[src/rtl/switch_pkg.sv]
// rtl/switch_pkg.sv - switch-wide constants shared by ingress and egress blocks
package switch_pkg;
   localparam int unsigned NUM_PORTS = 4;
endpackage

[src/rtl/mem_pkg.sv]
// rtl/mem_pkg.sv - shared SRAM geometry, read scheduler types and round-robin pick
package mem_pkg;
   localparam int unsigned ADDR_W     = 12;
   localparam int unsigned BLOCK_BITS = 32;
   localparam int unsigned MAX_BURST  = 8;
   localparam int unsigned MAX_OUTST  = 4;
   localparam int unsigned PORT_IDX_W =
      (switch_pkg::NUM_PORTS > 1) ? $clog2(switch_pkg::NUM_PORTS) : 1;

   typedef logic [PORT_IDX_W-1:0] port_idx_t;
   typedef enum logic {IDLE, BURST} sched_state_e;

   // First set bit of elig at or above ptr, wrapping; scanned downward so the
   // closest candidate is written last and wins.
   function automatic port_idx_t rr_pick(input logic [switch_pkg::NUM_PORTS-1:0] elig,
                                         input port_idx_t ptr);
      port_idx_t pick;
      port_idx_t idx;
      pick = ptr;
      for (int i = int'(switch_pkg::NUM_PORTS) - 1; i >= 0; i--) begin
         idx = port_idx_t'((int'(ptr) + i) % int'(switch_pkg::NUM_PORTS));
         if (elig[idx]) pick = idx;
      end
      return pick;
   endfunction
endpackage

[src/rtl/rd_tag_fifo.sv]
// rtl/rd_tag_fifo.sv - in-order FIFO of issuing-port tags for in-flight SRAM reads
module rd_tag_fifo
   import mem_pkg::*;
#(
   parameter int unsigned DEPTH = 4,
   localparam int unsigned CW   = $clog2(DEPTH + 1),
   localparam int unsigned PW   = (DEPTH > 1) ? $clog2(DEPTH) : 1
) (
   input  logic          clk,
   input  logic          rst_n,
   input  logic          push,
   input  port_idx_t     din,
   input  logic          pop,
   output port_idx_t     dout,
   output logic          full,
   output logic          empty,
   output logic [CW-1:0] count
);
   port_idx_t     mem_q [DEPTH];
   port_idx_t     mem_d [DEPTH];
   logic [PW-1:0] wptr_q, wptr_d, rptr_q, rptr_d;
   logic [CW-1:0] count_q, count_d;
   logic          do_push, do_pop;

   always_comb begin
      mem_d   = mem_q;
      wptr_d  = wptr_q;
      rptr_d  = rptr_q;
      do_push = push && (count_q != CW'(DEPTH));
      do_pop  = pop && (count_q != '0);
      if (do_push) begin
         mem_d[wptr_q] = din;
         wptr_d = (wptr_q == PW'(DEPTH - 1)) ? '0 : wptr_q + PW'(1);
      end
      if (do_pop) rptr_d = (rptr_q == PW'(DEPTH - 1)) ? '0 : rptr_q + PW'(1);
      count_d = count_q + CW'(do_push) - CW'(do_pop);
   end

   always_ff @(posedge clk or negedge rst_n) begin
      if (!rst_n) begin
         mem_q   <= '{default: '0};
         wptr_q  <= '0;
         rptr_q  <= '0;
         count_q <= '0;
      end else begin
         mem_q   <= mem_d;
         wptr_q  <= wptr_d;
         rptr_q  <= rptr_d;
         count_q <= count_d;
      end
   end

   assign dout  = mem_q[rptr_q];
   assign full  = (count_q == CW'(DEPTH));
   assign empty = (count_q == '0);
   assign count = count_q;
endmodule

[src/rtl/mem_read_sched.sv]
// rtl/mem_read_sched.sv - round-robin burst scheduler for the shared SRAM read port
module mem_read_sched
   import mem_pkg::*;
#(
   parameter int unsigned NUM_PORTS  = switch_pkg::NUM_PORTS,
   parameter int unsigned ADDR_W     = mem_pkg::ADDR_W,
   parameter int unsigned BLOCK_BITS = mem_pkg::BLOCK_BITS,
   parameter int unsigned MAX_BURST  = mem_pkg::MAX_BURST,
   parameter int unsigned MAX_OUTST  = mem_pkg::MAX_OUTST,
   parameter int unsigned TAG_DEPTH  = 4
) (
   input  logic                        switch_clk,
   input  logic                        switch_rst_n,
   input  logic [NUM_PORTS-1:0]        req_i,
   input  logic [NUM_PORTS*ADDR_W-1:0] raddr_i,
   input  logic [NUM_PORTS-1:0]        last_i,
   output logic [NUM_PORTS-1:0]        gnt_o,
   output logic                        mem_re_o,
   output logic [ADDR_W-1:0]           mem_raddr_o,
   input  logic                        mem_rvalid_i,
   input  logic [BLOCK_BITS-1:0]       mem_rdata_i,
   output logic [NUM_PORTS-1:0]        rvalid_o,
   output logic [BLOCK_BITS-1:0]       rdata_o,
   output logic                        err_o
);
   localparam int unsigned OW  = $clog2(MAX_OUTST + 1);
   localparam int unsigned BW  = (MAX_BURST > 1) ? $clog2(MAX_BURST) : 1;
   localparam int unsigned TCW = $clog2(TAG_DEPTH + 1);

   sched_state_e          state_q, state_d;
   port_idx_t             owner_q, owner_d, rr_ptr_q, rr_ptr_d;
   logic [BW-1:0]         burst_cnt_q, burst_cnt_d;
   logic [OW-1:0]         outst_q [NUM_PORTS];
   logic [OW-1:0]         outst_d [NUM_PORTS];
   logic [NUM_PORTS-1:0]  rvalid_q, rvalid_d;
   logic [BLOCK_BITS-1:0] rdata_q, rdata_d;
   logic                  err_q, err_d;

   logic [NUM_PORTS-1:0]  elig;
   logic                  issue, pop, end_burst;
   logic                  tag_full, tag_empty;
   port_idx_t             tag_dout;
   logic [TCW-1:0]        tag_count;

   rd_tag_fifo #(.DEPTH(TAG_DEPTH)) u_tag_fifo (
      .clk   (switch_clk),
      .rst_n (switch_rst_n),
      .push  (issue),
      .din   (owner_q),
      .pop   (pop),
      .dout  (tag_dout),
      .full  (tag_full),
      .empty (tag_empty),
      .count (tag_count)
   );

   // Full is checked on registered occupancy, so a same-cycle pop never frees a slot early.
   always_comb begin
      for (int p = 0; p < int'(NUM_PORTS); p++)
         elig[p] = req_i[p] && (outst_q[p] < OW'(MAX_OUTST));
      issue = (state_q == BURST) && elig[owner_q] && !tag_full;
      pop   = mem_rvalid_i && !tag_empty;
   end

   always_comb begin
      state_d     = state_q;
      owner_d     = owner_q;
      rr_ptr_d    = rr_ptr_q;
      burst_cnt_d = burst_cnt_q;
      end_burst   = 1'b0;
      case (state_q)
         IDLE: begin
            burst_cnt_d = '0;
            if (|elig) begin
               owner_d = rr_pick(elig, rr_ptr_q);
               state_d = BURST;
            end
         end
         BURST: begin
            if (issue) begin
               burst_cnt_d = burst_cnt_q + BW'(1);
               if (last_i[owner_q] || (burst_cnt_q == BW'(MAX_BURST - 1))) end_burst = 1'b1;
            end else if (!req_i[owner_q]) begin
               end_burst = 1'b1;
            end
         end
         default: state_d = IDLE;
      endcase
      if (end_burst) begin
         state_d     = IDLE;
         burst_cnt_d = '0;
         rr_ptr_d    = (owner_q == port_idx_t'(NUM_PORTS - 1)) ? '0 : owner_q + port_idx_t'(1);
      end
   end

   always_comb begin
      gnt_o = '0;
      if (issue) gnt_o[owner_q] = 1'b1;
      mem_re_o    = issue;
      mem_raddr_o = issue ? raddr_i[owner_q*ADDR_W +: ADDR_W] : '0;

      rvalid_d = '0;
      rdata_d  = rdata_q;
      if (pop) begin
         rvalid_d[tag_dout] = 1'b1;
         rdata_d            = mem_rdata_i;
      end
      err_d = err_q | (mem_rvalid_i && (tag_count == '0));

      for (int p = 0; p < int'(NUM_PORTS); p++) begin
         outst_d[p] = outst_q[p];
         if (issue && (owner_q == port_idx_t'(p))) outst_d[p] = outst_d[p] + OW'(1);
         if (pop && (tag_dout == port_idx_t'(p)))  outst_d[p] = outst_d[p] - OW'(1);
      end
   end

   always_ff @(posedge switch_clk or negedge switch_rst_n) begin
      if (!switch_rst_n) begin
         state_q     <= IDLE;
         owner_q     <= '0;
         rr_ptr_q    <= '0;
         burst_cnt_q <= '0;
         outst_q     <= '{default: '0};
         rvalid_q    <= '0;
         rdata_q     <= '0;
         err_q       <= 1'b0;
      end else begin
         state_q     <= state_d;
         owner_q     <= owner_d;
         rr_ptr_q    <= rr_ptr_d;
         burst_cnt_q <= burst_cnt_d;
         outst_q     <= outst_d;
         rvalid_q    <= rvalid_d;
         rdata_q     <= rdata_d;
         err_q       <= err_d;
      end
   end

   assign rvalid_o = rvalid_q;
   assign rdata_o  = rdata_q;
   assign err_o    = err_q;
endmodule

[config.mk]
export PLATFORM = sky130hd
export DESIGN_NAME = mem_read_sched
export DESIGN_NICKNAME = d
export VERILOG_FILES = /design/src/rtl/switch_pkg.sv /design/src/rtl/mem_pkg.sv /design/src/rtl/rd_tag_fifo.sv /design/src/rtl/mem_read_sched.sv
export SDC_FILE = /design/constraint.sdc
export NUM_CORES = 1
export LEC_CHECK = 0
export ABC_AREA = 1
export CAP_MARGIN = 20
export CORE_AREA = 2 2 79 111
export CTS_CLUSTER_SIZE = 10
export DETAILED_ROUTE_END_ITERATION = 12
export DIE_AREA = 0 0 81 113
export DONT_BUFFER_PORTS = 1
export HOLD_SLACK_MARGIN = 0.05
export PLACE_DENSITY = 0.68
export SYNTH_ARGS = -nofsm -noshare
export SYNTH_HDL_FRONTEND = slang
export SYNTH_SLANG_ARGS = --single-unit
[constraint.sdc]
create_clock -name switch_clk -period 2.2 [get_ports switch_clk]
set_clock_uncertainty 0.05 [all_clocks]
set_input_delay 0.44 -clock switch_clk [delete_from_list [all_inputs] [get_ports switch_clk]]
set_output_delay 0.44 -clock switch_clk [all_outputs]
set_load 0.02 [all_outputs]
; ---- Word level (Yosys, flattened, before mapping)
; Index checks and enable logic that the tools add are counted.
[totals]
ff_bits = 72
inputBits = 91
output_inout_bits = 54
[op_classes]
n_addsub = 17
n_mul = 1
n_lt_le_gt_ge = 15
n_eq_ne = 12
shifts = 1
muxes = 52
bitwise_logic = 4
reduce_logical = 30
[op_table]
columns = operator, count
row1 = $shiftx A48 B7 Y12, 1
row2 = $mux W3, 10
row3 = $logic_and A1 B1 Y1, 21
row4 = $mux W2, 10
row5 = $lt A2 B3 Y1 const B, 6
row6 = $mux W1, 16
row7 = $add A3 B1 Y3 const B, 5
row8 = $bmux W1 S2, 7
row9 = $eq A2 B2 Y1 const B, 6
row10 = $lt A3 B3 Y1 const B, 4
row11 = $mux W12, 1
row12 = $sub A3 B1 Y3 const B, 4
row13 = $add A2 B1 Y2 const B, 4
row14 = $bwmux W8, 1
row15 = $mux W4, 2
row16 = $eq A3 B3 Y1 const B, 2
row17 = $ge A3 B3 Y1 const B, 2
row18 = $not A2 Y3, 2
row19 = $pmux W3 S2, 1
row20 = $add A2 B2 Y2 const B, 2
row21 = $bmux W2 S2, 1
row22 = $demux W1 S2, 2
row23 = $demux W2 S2, 1
row24 = $eq A2 B1 Y1 const B, 2
row25 = other kinds (16), 19

; ---- Logic depth before layout (Yosys ltp)
[depth]
word_depth = 10
depth_mapped = 14

; ---- Cells and area by module
; Synthesis repeated with hierarchy kept, for this count alone.
[hier_totals]
hier_cells = 552
hier_area_um2 = 4249.1
[modules_own_cells]
columns = module, instances, cells_each, area_per_inst_um2
row1 = mem_read_sched, 1, 453, 3407.0
row2 = rd_tag_fifo, 1, 99, 842.1

; ---- Worst setup path before layout
; Ideal clock, no wire load.
[synth_timing]
path_type = register to register
startpoint = reg owner_q[0]
endpoint = reg outst_q[5] (netlist bit)
setup_ns = 0.123
arrival_time_ns = 2.253
slack_ns = -0.226
stages_incl_launch_ff = 15
path_buffers = 2
path_cell_list = dfrtp_1 > inv_2 > clkbuf_1 > clkbuf_1 > ha_1 > inv_1 > nor2_4 > nand2_1 > o21ai_0 > ha_1 > inv_1 > o21ai_0 > nand2_1 > o21ai_0 > nand2_1
[synth_rtl]
columns = item, line_no
row1 = from (decl), mem_read_sched.sv:31  ; port_idx_t owner_q, owner_d, rr_ptr_q, rr_ptr_d;
row2 = from (signal assigned), mem_read_sched.sv:129  ; owner_q <= owner_d;
row3 = to (signal assigned), mem_read_sched.sv:132  ; outst_q <= outst_d;
row4 = to (decl), mem_read_sched.sv:33  ; logic [OW-1:0] outst_q [NUM_PORTS];

==> run_results.csv <==
group,metric,value,unit
worst_setup_path,cp-start-kind,"register",
yosys,synth_nets,671,
power,swShare,0.4563,
drt,post-route-drc-count,0,
min_path,whs_path_depth,2,
finish,syn_to_final_growth,23.38,%
power,peakVddDrop,0.8373,mV
floorplanning,die_y,113,um
sta,slew_viol_final,0,
finish,final_cell_mix,"198 x nand2_1, 72 x dfrtp_1, 66 x nor2_1, 44 x inv_1, 40 x o21ai_0",
global_route,grt_overflow,0,
worst_setup_path,worstPathArrival,2.36,ns
global_route,track_usage,0.2341,
clock_network,cts_buffers,9,
placed_design,routabilityCongestion,0.8468,
worst_setup_path,critPathMaxFanout,5,
sta,slew_headroom,0.7326,
sta,hold_viol,0,
clock_network,cts.sinks,72,
power,power.internal,4656,uW
global_route,grt_max_degree,73,
global_route,grt_pass1_vias,3818,
floorplanning,core_area,8100,um2
clock_network,cts_tree,"done",
worst_setup_path,rrSetupSlack,-0.01,ns
job,drv_cap,0,
yosys,yosysSeqAreaShare,0.4361,
clock_network,root_buffer,"clkbuf_16",
yosys,syn_area_per_cell,7.404,um2
placed_design,hpwl,7280,um
finish,postLayoutCoreUtil,0.6293,
power,p_leak,0.002604,uW
floorplanning,start_util,0.5100,
outcome,violations,"setup timing",
drt,finalWirelength,10500,um
sta,setup_viol,2,
sta,timing.fmax,452.5,MHz
worst_setup_path,ff2ff_path_depth,14,
power,power.density,1680,nW/um2
clock_network,cts_max_path_buffers,2,
yosys,ys_ff_latch,72,
worst_setup_path,regToRegStartpoint,"owner_q[0]$_DFFE_PN0P_",
power,finalPower,8564,uW
power,netSwitchingPower,3907,uW
global_route,antenna_found_initial,0,
power,power_frac_clock,0.181,
yosys,yosysUniqueCellTypes,27,
placed_design,numPortBuffers,0,
clock_network,clock_latency,0.33,ns
finish,antenna_cells,0,
sta,hold_ws,0.1697,ns
floorplanning,rows,39,
power,comb_power_share,0.520,
drt,via_per_inst,5.327,
finish,layout.cells.non_filler,706,
clock_network,htreeDepth,3,
sta,fin_crit,2.210,ns
drt,drt_iter0_drc,186,
min_path,min-delay-start,"mem_rdata_i[26]",
placed_design,dp.cells,672,
drt,ant_nets,0,
worst_setup_path,cp_data_required_time,2.35,ns
floorplanning,die_w,81,um
finish,layout.nets,712,
min_path,hp-class,"input pin to register",
sta,rsz0062_at_grt,"yes",
drt,first_pass_iters,5,
yosys,synth_cells,558,
global_route,grt_first_pass_wirelength,16820,um
finish,layout-drive-gt1-share,0.1788,
sta,timing.final.ws_setup,-0.009958,ns
worst_setup_path,worstSetupPathType,"register to register",
finish,final_common_cell,"nand2_1",
outcome,status,"complete, but fails checks",
floorplanning,dieArea,9153,um2
power,p_seq_frac,0.299,
clock_network,clk_pin_slew_worst_paths,0.06,ns
worst_setup_path,worstReg2RegEnd,"outst_q[2]$_DFF_PN0_",
sta,worst_pin_slew,0.3968,ns
drt,wl_per_cell,14.87,um
floorplanning,ioPinCount,145,
yosys,synth.cell_area,4131,um2
sta,period_share,1.005,
drt,via_count,3761,
yosys,ys_warn_count,0,
worst_setup_path,end_kind,"register",
placed_design,dp_slack,-0.05870,ns
min_path,whs_endpoint,"rdata_o[26]$_DFFE_PN0P_",
-- layout make-up --
class,count,area (um2)
Tap cell,102,127.6
Inverter,49,186.4
Timing Repair Buffer,49,480.5
Clock inverter,6,92.59
Multi-Input combinational cell,418,2180
Fill cell,709,3003
Sequential cell,72,1802
Clock buffer,10,229.0
-- how the worst max path moves through the flow --
stage	startpoint	to	slack [ns]
final	owner_q[0]$_DFFE_PN0P_	outst_q[2]$_DFF_PN0_	-0.01
after global routing	owner_q[0]$_DFFE_PN0P_	outst_q[2]$_DFF_PN0_	-0.10
after CTS	owner_q[0]$_DFFE_PN0P_	outst_q[5]$_DFF_PN0_	-0.02
after detailed placement	req_i[2]	outst_q[5]$_DFF_PN0_	-0.06
after global placement	req_i[2]	outst_q[5]$_DFF_PN0_	0.09
after floorplan	owner_q[0]$_DFFE_PN0P_	outst_q[5]$_DFF_PN0_	-0.01
-- power by group through the flow --
stage	Combinational [uW]	Clock, uW	Sequential (uW)
2_1_floorplan	2740	0	2450
3_3_place_gp	3530	0	2560
3_5_place_dp	3670	0	2570
4_1_cts	4080	1580	2560
5_1_grt	5000	1640	2630
6_report	4450	1550	2560
-- state kept, by name, summed over array words and instances, names as in the netlist --
name / cells
burst_cnt_q: 3
err_o: 1
outst_q: 12
owner_q: 2
rdata_o: 32
rr_ptr_q: 2
rvalid_o: 4
state_q: 1
u_tag_fifo.count: 3
u_tag_fifo.mem_q: 8
u_tag_fifo.rptr_q: 2
u_tag_fifo.wptr_q: 2
-- cell families (layout without fill, tap and decap cells) --
kind of cell / Yosys count / after routing / share of synthesized area
compound gates: 74 / 74 / 0.09813
buf+inv: 68 / 114 / 0.06511
flops: 72 / 72 / 0.4361
simple gates: 313 / 313 / 0.3131
xor+xnor: 9 / 9 / 0.01908
fa+ha+maj: 22 / 22 / 0.06844
-- cells in the mapped netlist --
library cell | n | area (um2)
a21oi_1 | 18 | 90.09
a22oi_1 | 1 | 7.510
a31oi_4 | 1 | 21.27
buf_1 | 2 | 7.510
buf_2 | 9 | 45.04
clkbuf_1 | 8 | 30.03
dfrtp_1 | 72 | 1802
fa_1 | 1 | 20.02
ha_1 | 21 | 262.8
inv_1 | 46 | 172.7
inv_2 | 2 | 7.510
inv_4 | 1 | 6.260
nand2_1 | 202 | 758.2
nand2_2 | 3 | 18.77
nand3_1 | 26 | 130.1
nand3_2 | 2 | 20.02
nand3_4 | 1 | 17.52
nand3b_1 | 2 | 15.01
nand4_1 | 6 | 37.54
nor2_1 | 67 | 251.5
nor2_4 | 4 | 45.04
o2111ai_1 | 1 | 8.760
o21ai_0 | 47 | 235.2
o21ai_1 | 1 | 5.000
o21bai_1 | 5 | 37.54
xnor2_1 | 3 | 26.28
xor2_1 | 6 | 52.55
-- stage by stage --
stage / area (um2) / TNS [ns]
after global placement: 4419 / 0
after detailed placement: 4419 / -0.05870
final: 5097 / -0.01650
after global routing: 5097 / -0.8639
after floorplan: 4155 / -0.01291
after CTS: 4928 / -0.01842
-- timing repair --
action / CTS / global route
endpoints found under the hold margin: 72 / 0
hold buffers: 2 / 0
pin swaps: 5 / 11
resized for setup: 11 / 45
setup buffers: 12 / 4
cloned: 1 / 0
setup endpoints to repair: 15 / 21
-- worst max-delay path, cell delays in order (launching register included) --
cell	delay (ns)
dfrtp_1	0.41
inv_2	0.12
nand3_2	0.08
nand3_2	0.11
nand3_4	0.12
buf_4	0.17
nor2_4	0.18
nand2_1	0.10
nand2_2	0.09
ha_2	0.18
inv_1	0.05
o21ai_2	0.13
nand2_1	0.07
o21ai_1	0.13
nand2_1	0.11
-- routing by layer --
layer,wire [um],track usage,vias to the layer above,part of all wire
li1,-,-,1840,-
met1,4015,0.2616,1734,0.38
met2,5462,0.4050,158,0.52
met3,687,0.06699,29,0.065
met4,331,0.1062,0,0.032
met5,0,0,-,0
Note: power is estimated with default switching activity, not from simulation.
